File: config.mk
export PLATFORM = sky130hd
export DESIGN_NAME = port_sram_match_engine
export DESIGN_NICKNAME = d
export VERILOG_FILES = /design/src/rtl/port_sram_match_pkg.sv /design/src/rtl/port_sram_group_picker.sv /design/src/rtl/port_sram_match_engine.sv
export SDC_FILE = /design/constraint.sdc
export NUM_CORES = 1
export LEC_CHECK = 0
export CORE_AREA = 2 2 179 181
export CTS_CLUSTER_DIAMETER = 40
export DETAILED_ROUTE_END_ITERATION = 10
export DIE_AREA = 0 0 181 183
export PLACE_DENSITY = 0.67
export SYNTH_ARGS = -nofsm -noshare
export SYNTH_HDL_FRONTEND = slang
export SYNTH_SLANG_ARGS = --single-unit
export TNS_END_PERCENT = 1
File: constraint.sdc
create_clock -name clk -period 9.9 [get_ports clk]
set_input_delay 1.485 -clock clk [delete_from_list [all_inputs] [get_ports clk]]
set_output_delay 1.485 -clock clk [all_outputs]
set_load 0.02 [all_outputs]
File: src/rtl/port_sram_match_pkg.sv
// Shared types and default sizing for the per-port SRAM match engine.
package port_sram_match_pkg;

    typedef enum logic [1:0] {
        IDLE,
        SCAN,
        DONE,
        COOL
    } state_e;

    localparam int unsigned NUM_SRAM_DEF = 32;
    localparam int unsigned FREE_W_DEF   = 11;
    localparam int unsigned SRAM_IDX_W   = $clog2(NUM_SRAM_DEF);

    // Candidate ranking: bank preference dominates, then free-cell count.
    typedef struct packed {
        logic                  pref;
        logic [FREE_W_DEF-1:0] free;
    } score_t;

endpackage

File: src/rtl/port_sram_group_picker.sv
// Combinational best-of-group selector over SCAN_WIDTH consecutive SRAM banks.
module sram_group_picker #(
    parameter int unsigned SCAN_WIDTH = 2,
    parameter int unsigned FREE_W     = 11,
    parameter int unsigned IDX_W      = 5
) (
    input  logic [IDX_W-1:0]             base_i,
    input  logic [SCAN_WIDTH*FREE_W-1:0] free_i,
    input  logic [SCAN_WIDTH-1:0]        locked_i,
    input  logic [SCAN_WIDTH-1:0]        pref_i,
    input  logic [8:0]                   length_i,
    output logic                         valid_o,
    output logic [IDX_W-1:0]             idx_o,
    output logic [FREE_W:0]              score_o
);

    localparam int unsigned CW = (FREE_W > 9) ? FREE_W : 9;

    always_comb begin
        logic [FREE_W-1:0] f;
        logic [FREE_W:0]   s;
        valid_o = 1'b0;
        idx_o   = base_i;
        score_o = '0;
        f       = '0;
        s       = '0;
        // Strict compare keeps the earliest bank on ties.
        for (int unsigned j = 0; j < SCAN_WIDTH; j++) begin
            f = free_i[j*FREE_W +: FREE_W];
            s = {pref_i[j], f};
            if (!locked_i[j] && (CW'(f) >= CW'(length_i)) && (!valid_o || (s > score_o))) begin
                valid_o = 1'b1;
                idx_o   = base_i + IDX_W'(j);
                score_o = s;
            end
        end
    end

endmodule

File: src/rtl/port_sram_match_engine.sv
// Per-ingress-port SRAM matcher: round-robin group scan, running best candidate,
// accept after a threshold dwell or fail on timeout.
module port_sram_match_engine
    import port_sram_match_pkg::*;
#(
    parameter int unsigned PORT_IDX   = 0,
    parameter int unsigned NUM_SRAM   = 32,
    parameter int unsigned SCAN_WIDTH = 2,
    parameter int unsigned FREE_W     = 11
) (
    input  logic                                          clk,
    input  logic                                          rst_n,
    input  logic [7:0]                                    threshold,
    input  logic [7:0]                                    timeout,
    input  logic                                          match_req,
    input  logic [3:0]                                    new_dest_port,
    input  logic [2:0]                                    new_prior,
    input  logic [8:0]                                    new_length,
    input  logic [NUM_SRAM*FREE_W-1:0]                    sram_free,
    input  logic [NUM_SRAM-1:0]                           sram_locked,
    input  logic [NUM_SRAM-1:0]                           sram_has_port,
    output logic                                          match_busy,
    output logic                                          match_done,
    output logic                                          match_ok,
    output logic [((NUM_SRAM > 1) ? $clog2(NUM_SRAM) : 1)-1:0] matched_sram,
    output logic [2:0]                                    matched_prior
);

    localparam int unsigned IDX_W = (NUM_SRAM > 1) ? $clog2(NUM_SRAM) : 1;
    localparam int unsigned START = (PORT_IDX * SCAN_WIDTH) % NUM_SRAM;
    localparam int unsigned CW    = (FREE_W > 9) ? FREE_W : 9;

    state_e              state_q, state_d;
    logic [IDX_W-1:0]    ptr_q, ptr_d;
    logic [7:0]          tick_q, tick_d;
    logic                cand_valid_q, cand_valid_d;
    logic [IDX_W-1:0]    cand_idx_q, cand_idx_d;
    logic [8:0]          len_q, len_d;
    logic [3:0]          dest_q, dest_d;
    logic [2:0]          prior_q, prior_d;
    logic                ok_q, ok_d;
    logic [IDX_W-1:0]    msram_q, msram_d;

    logic [SCAN_WIDTH*FREE_W-1:0] grp_free;
    logic [SCAN_WIDTH-1:0]        grp_locked, grp_pref;
    logic                         grp_valid;
    logic [IDX_W-1:0]             grp_idx;
    logic [FREE_W:0]              grp_score;
    logic [FREE_W-1:0]            inc_free;
    logic [FREE_W:0]              inc_score;
    logic                         inc_ok;
    logic                         dest_unused;

    // Destination is held with the packet; bank preference arrives pre-decoded on sram_has_port.
    assign dest_unused = ^dest_q;

    always_comb begin
        logic [IDX_W-1:0] b;
        grp_free   = '0;
        grp_locked = '0;
        grp_pref   = '0;
        b          = '0;
        for (int unsigned j = 0; j < SCAN_WIDTH; j++) begin
            b = ptr_q + IDX_W'(j);
            grp_free[j*FREE_W +: FREE_W] = sram_free[(32'(ptr_q) + j)*FREE_W +: FREE_W];
            grp_locked[j] = sram_locked[b];
            grp_pref[j]   = sram_has_port[b];
        end
    end

    sram_group_picker #(
        .SCAN_WIDTH (SCAN_WIDTH),
        .FREE_W     (FREE_W),
        .IDX_W      (IDX_W)
    ) u_picker (
        .base_i   (ptr_q),
        .free_i   (grp_free),
        .locked_i (grp_locked),
        .pref_i   (grp_pref),
        .length_i (len_q),
        .valid_o  (grp_valid),
        .idx_o    (grp_idx),
        .score_o  (grp_score)
    );

    // Incumbent is always judged on live inputs, never on a stale stored score.
    assign inc_free  = sram_free[cand_idx_q*FREE_W +: FREE_W];
    assign inc_score = {sram_has_port[cand_idx_q], inc_free};
    assign inc_ok    = cand_valid_q && !sram_locked[cand_idx_q] && (CW'(inc_free) >= CW'(len_q));

    always_comb begin
        state_d      = state_q;
        ptr_d        = ptr_q;
        tick_d       = tick_q;
        cand_valid_d = cand_valid_q;
        cand_idx_d   = cand_idx_q;
        len_d        = len_q;
        dest_d       = dest_q;
        prior_d      = prior_q;
        ok_d         = ok_q;
        msram_d      = msram_q;
        case (state_q)
            IDLE: begin
                if (match_req) begin
                    state_d      = SCAN;
                    len_d        = new_length;
                    dest_d       = new_dest_port;
                    prior_d      = new_prior;
                    ptr_d        = IDX_W'(START);
                    tick_d       = '0;
                    cand_valid_d = 1'b0;
                    ok_d         = 1'b0;
                end
            end
            SCAN: begin
                if ((tick_q >= threshold) && inc_ok) begin
                    state_d = DONE;
                    ok_d    = 1'b1;
                    msram_d = cand_idx_q;
                end else if (tick_q >= timeout) begin
                    state_d = DONE;
                    ok_d    = 1'b0;
                    msram_d = '0;
                end else begin
                    if (grp_valid && (!inc_ok || (grp_score > inc_score))) begin
                        cand_valid_d = 1'b1;
                        cand_idx_d   = grp_idx;
                    end else begin
                        cand_valid_d = inc_ok;
                    end
                    ptr_d  = ((32'(ptr_q) + SCAN_WIDTH) >= NUM_SRAM) ? '0 : ptr_q + IDX_W'(SCAN_WIDTH);
                    tick_d = (tick_q == 8'hFF) ? tick_q : tick_q + 8'd1;
                end
            end
            DONE:    state_d = COOL;
            COOL:    state_d = IDLE;
            default: state_d = IDLE;
        endcase
    end

    always_ff @(posedge clk) begin
        if (!rst_n) begin
            state_q      <= IDLE;
            ptr_q        <= '0;
            tick_q       <= '0;
            cand_valid_q <= 1'b0;
            cand_idx_q   <= '0;
            len_q        <= '0;
            dest_q       <= '0;
            prior_q      <= '0;
            ok_q         <= 1'b0;
            msram_q      <= '0;
        end else begin
            state_q      <= state_d;
            ptr_q        <= ptr_d;
            tick_q       <= tick_d;
            cand_valid_q <= cand_valid_d;
            cand_idx_q   <= cand_idx_d;
            len_q        <= len_d;
            dest_q       <= dest_d;
            prior_q      <= prior_d;
            ok_q         <= ok_d;
            msram_q      <= msram_d;
        end
    end

    assign match_busy    = (state_q != IDLE);
    assign match_done    = (state_q == DONE);
    assign match_ok      = ok_q;
    assign matched_sram  = msram_q;
    assign matched_prior = prior_q;

endmodule

# Yosys cells after proc, flatten, opt, wreduce, memory -nomap -nowiden
# Cells that the tools add are included.
[totals]
reg_bits = 39
in_bits = 451
[classes]
addsub = 5
n_mul = 3
order_cmp = 11
n_eq_ne = 9
shift = 3
muxes = 41
bitwise_logic = 2
reduce_logical = 25
[op_table]
columns = ["op", "n"]
rows = [
  ["variable part select 352 x 10 -> 11 bit", 2],
  ["variable part select 352 x 11 -> 11 bit", 1],
  ["2-to-1 mux 5 bit", 7],
  ["greater-or-equal comparator 11 x 9 -> 1 bit", 3],
  ["2-to-1 mux 8 bit", 4],
  ["binary-select mux 1 bit (select 5 bit)", 6],
  ["greater-than comparator 12 bit", 2],
  ["2-to-1 mux 12 bit", 2],
  ["< comparator 5 x 6 -> 1 bit (second input constant)", 3],
  ["multiplier 5 x 4 -> 9 bit (second input constant)", 2],
  ["greater-or-equal comparator 8 bit", 2],
  ["one-hot mux 8 bit (2 select lines)", 1],
  ["2-to-1 mux 1 bit", 14],
  ["multiplier 6 x 4 -> 10 bit (second input constant)", 1],
  ["one-hot mux 5 bit (2 select lines)", 1],
  ["adder 8 x 1 -> 8 bit (second input constant)", 1],
  ["equality test 8 bit (second input constant)", 1],
  ["!= test 2 bit (second input constant)", 4],
  ["one-hot mux 2 bit (4 select lines)", 1],
  ["AND reduction 4 bit", 2],
  ["logical AND 1 bit", 7],
  ["adder 5 x 1 -> 6 bit (second input constant)", 1],
  ["adder 5 x 2 -> 6 bit (second input constant)", 1],
  ["greater-or-equal comparator 6 bit (second input constant)", 1],
  ["15 further kinds", 29],
]

# Logic depth before layout (Yosys ltp)
[depth]
word_depth = 16
depth_mapped = 34

# Cells and area by module
# A second synthesis with hierarchy kept.
[hier_totals]
cells_unflattened = 873
area_unflattened_um2 = 10136.0
[modules_own_cells]
columns = ["module", "instances", "cells_each", "area_each_um2", "seq_area_each_um2"]
rows = [
  ["port_sram_match_engine", 1, 738, 9131.3, 760.7],
  ["sram_group_picker", 1, 135, 1004.7, 0.0],
]

# Worst setup path after synthesis
# OpenSTA, ideal clock, no wires.
[synth_path]
kind = "input port to flip-flop"
start = "input port sram_free[335]"
end = "register cand_idx_q[0]"
arrival_ns = 6.771
required_ns = 9.828
setup_slack_ns = 3.057
path_stages = 28
n_path_buf = 2
cell_sequence = "mux4_2 -> mux4_2 -> ha_1 -> a21o_1 -> a211oi_1 -> a31oi_1 -> o31a_1 -> buf_4 -> and2_1 -> inv_1 -> ha_1 -> nor2b_1 -> o21a_1 -> o21a_1 -> o21ai_0 -> a31oi_1 -> o21ai_1 -> buf_2 -> mux2_2 -> ha_1 -> nor2b_1 -> o21a_1 -> o21a_1 -> o21ai_0 -> o211ai_1 -> nand2_1 -> a211oi_4 -> mux2i_1"
[synth_between]
elab_chain_cells = 12
[synth_rtl]
columns = ["element", "line", "rtl"]
rows = [
  ["start: declaration", "port_sram_match_engine.sv:19", "input logic [NUM_SRAM*FREE_W-1:0] sram_free,"],
  ["variable part select 352 x 10 -> 11 bit", "port_sram_match_engine.sv:65", "grp_free[j*FREE_W +: FREE_W] = sram_free[(32'(ptr_q) + j)*FREE_W +: FREE_W];"],
  ["greater-or-equal comparator 11 x 9 -> 1 bit", "port_sram_group_picker.sv:31", "if (!locked_i[j] && (CW'(f) >= CW'(length_i)) && (!valid_o || (s > score_o))) begin"],
  ["logical AND 1 bit", "port_sram_group_picker.sv:31", ""],
  ["2-to-1 mux 12 bit or 2-to-1 mux 1 bit (tied branches)", "port_sram_group_picker.sv:31", ""],
  ["greater-than comparator 12 bit or logical NOT 1 bit (tied branches)", "port_sram_group_picker.sv:31", ""],
  ["logical OR 1 bit", "port_sram_group_picker.sv:31", ""],
  ["logical AND 1 bit", "port_sram_group_picker.sv:31", ""],
  ["2-to-1 mux 12 bit", "port_sram_group_picker.sv:31", ""],
  ["greater-than comparator 12 bit", "port_sram_match_engine.sv:125", "if (grp_valid && (!inc_ok || (grp_score > inc_score))) begin"],
  ["logical OR 1 bit", "port_sram_match_engine.sv:125", ""],
  ["logical AND 1 bit", "port_sram_match_engine.sv:125", ""],
  ["AND reduction 4 bit (no line)", "-", ""],
  ["end signal: assignment", "port_sram_match_engine.sv:158", "cand_idx_q <= cand_idx_d;"],
  ["end: declaration", "port_sram_match_engine.sv:37", "logic [IDX_W-1:0] cand_idx_q, cand_idx_d;"],
]
# Several ways; a longest one is shown, not always the timed one.
# A chain may end at the register's enable or synchronous reset.

# Worst setup path after layout
[layout_path]
start = "input port sram_free[313]"
end = "register cand_idx_q[0]"
# Same word-level chain as after synthesis.

==> results.txt <==
status - complete, no violations
clock group share of total power - 0.101
Slew Viols, Final - 0
CTS H-Tree Depth - 2
Sw Ratio - 0.405
DR pass1 iterations - 5
initial core utilization - 0.324
slowest CP cell - mux4_2
clock net sink count - 38
reg2reg start - ptr_q[1]$_SDFFE_PN0P_
Pint - 0.927 mW
register area - 781 um2
Post-route DRC - 0
Final Hold Fails - 0
vias in the first global route - 10600
CP Capture Type - flip-flop
antenna violations before repair - 16
Clock Tree Root - clkbuf_16
hold wc startpoint - matched_prior[0]$_SDFFE_PN0P_
EDFF count, synth - 0
Max Fclk - 0.126 GHz
Worst Hold Slack - 0.461 ns
sequential power share - 0.149
CTS tree - done
final cell count without fillers - 1690
first-pass GRT wire length - 63600 um
GRT Overall Usage - 0.252
DP Worst Slack - 1.68 ns
Seq cells post-synth - 38
Reg clk slew, reported paths - 0.06 ns
placed cell count - 1667
hold buffer count at CTS - 0
Nets - 1796
total CTS buffers - 5
Slew @ Worst Pin - 1.02 ns
largest net degree at the start of global routing - 66
r2r worst-path depth - 30
CP most frequent cell - ha_1
ratio of final minimum period to clock period - 0.803
io pins - 462
Comb power frac - 0.749
Worst EP required - 10.11 ns
Initial DRC Count - 568
Final ANT Viol Nets - 0
Worst-Skew Late Latency - 0.29 ns
Sw Pwr - 0.630 mW
DP HPWL - 35500 um
worst hold-check path type - reg2reg
syn_nets - 1397
Multi-input gate area - 0.00879 mm2
RSZ-0062 raised after global routing - false
Slew headroom - 0.322
post-CTS setup buffers - 0
post-cts sizing count - 0
Yosys warning total - 0
via/cell ratio - 5.87
Setup crit start - sram_free[313]
IO Port Bufs - 457
slowest stage delay, CP - 0.57 ns
Die Y - 183 um
fillers - 2882
sequential share of the synthesized area - 0.0751
setup TNS - 0 ns
share of the synthesized area in the top cell type - 0.501
core footprint - 0.0312 mm2
Area Growth Syn to Fin - 49.3%
Mapped Cells - 873
worst hold path depth - 2
die area - 0.0331 mm2
routed vias - 9915
Finished Cell Area - 0.0151 mm2
crit-path max FO - 14
Async SR Flop Fraction - 0
global route total overflow - 0
crit path DAT - 8.16 ns
dominant cells by area after synthesis - mux4_2 50%, ha_1 9.0%, dfxtp_1 7.5%, mux2i_1 5.2%, nand2_1 3.2%
Worst Path Class, Setup - in2reg
max-cap violations - 0
share of cells above drive strength 1 - 0.221
placed cell area - 0.0149 mm2
Max clock buf depth - 2
drt wl/cell - 25.5 um
worst ir drop on vdd - 0.0709 mV
final setup margin - 1.95 ns
Die W - 181 um
P_leak - 5.01 nW
Routability Congestion - 0.898
Rows - 65
clk_skew - 0.00524 ns
Distinct cells, synth - 62
post-synthesis cell area - 0.0101 mm2
area leader, netlist - mux4_2
Period minus WS final - 7.95 ns
Mapped Avg Cell Area - 11.6 um2
ys flop type - dfxtp_1
Final setup violation count - 0
Post-Route WL - 43100 um
PwrDens - 103 mW/mm2
startpoint types - input port
==> worst max-delay path: cells and delay by family <==
kind	cells	cell delay, ns
and+or+nand+nor	7	0.94
buffers and inverters	3	0.84
adders and majority gates	3	0.88
muxes	3	1.29
AOI/OAI and AO/OA	12	2.73
==> cell usage after synthesis, types with 16 or more instances <==
library cell	count
mux2i_1	53
inv_1	42
mux4_2	225
clkbuf_1	33
nand2b_1	21
a21oi_1	37
nand3_1	20
o21ai_0	16
a22oi_1	16
nor2_1	17
buf_2	25
dfxtp_1	38
nand2_1	87
ha_1	73
==> metal layers <==
metal / global-route usage / share of wire
met2: 0.450 / 0.51
met1: 0.291 / 0.37
met5: 0 / 0
met4: 0.101 / 0.037
met3: 0.0614 / 0.076
==> flip-flops by register name, indices dropped and copies added (netlist names) <==
register / cells
cand_idx_q: 5
matched_prior: 3
match_ok: 1
matched_sram: 5
state_q: 2
tick_q: 8
len_q: 9
ptr_q: 4
cand_valid_q: 1
==> path summary, 6_finish.rpt <==
path                                                 endpoint  slack (ns)
worst min-delay path            matched_prior[0]$_SDFFE_PN0P_        0.46
worst max-delay path               cand_idx_q[0]$_SDFFE_PN0P_        1.95
worst min register to register  matched_prior[0]$_SDFFE_PN0P_        0.46
worst max register to register     cand_idx_q[0]$_SDFFE_PN0P_        2.34
==> power by group through the flow <==
stage | clock [mW] | sequential [mW] | combinational, mW
2_1_floorplan | 0 | 0.186 | 0.807
3_3_place_gp | 0 | 0.240 | 1.15
3_5_place_dp | 0 | 0.239 | 1.16
4_1_cts | 0.158 | 0.236 | 1.17
5_1_grt | 0.164 | 0.243 | 1.27
6_report | 0.158 | 0.233 | 1.17
==> cell type report <==
type                       instances  area share
multi-input combinational        710       0.581
timing repair buffer             475       0.312
sequential                        38      0.0517
tap                              402      0.0333
inverter                          42      0.0104
clock buffer                       5     0.00828
antenna                           15     0.00248
clock inverter                     3     0.00108
==> cells by family (layout without fill, tap and decap cells) <==
logic type,Yosys count,in the layout,synth area share
AND/OR/NAND/NOR,193,193,0.0950
other,0,15,0
flip-flops,38,38,0.0751
buffers and inverters,125,525,0.0570
AO/OA/AOI/OAI,153,153,0.106
adder cells (fa/ha/maj),73,73,0.0902
multiplexers,291,291,0.576
==> cells in the final DEF (no fill, tap or decap), drive strengths merged, types with 5 or more instances in the layout <==
cell / count
nand2: 87
nand2b: 21
inv: 42
nor2: 18
o211ai: 5
dfxtp: 38
clkbuf: 5
diode: 15
o31ai: 8
a22oi: 16
a21oi: 38
mux2: 7
and2: 9
buf: 18
o21a: 8
a21o: 14
nor2b: 10
mux2i: 53
nand4: 9
clkdlybuf4s50: 457
o311ai: 5
nand3: 20
ha: 73
o21ai: 25
mux4: 231
a211oi: 11
==> through the flow <==
| stage | util | total power [mW] |
|---|---|---|
| floorplan | - | 0.993 |
| global placement | 0.478 | 1.39 |
| detailed placement | 0.478 | 1.40 |
| CTS | 0.483 | 1.56 |
| global route | 0.484 | 1.67 |
| finish | 0.484 | 1.56 |
No activity file was read; power rests on OpenSTA's default activity.
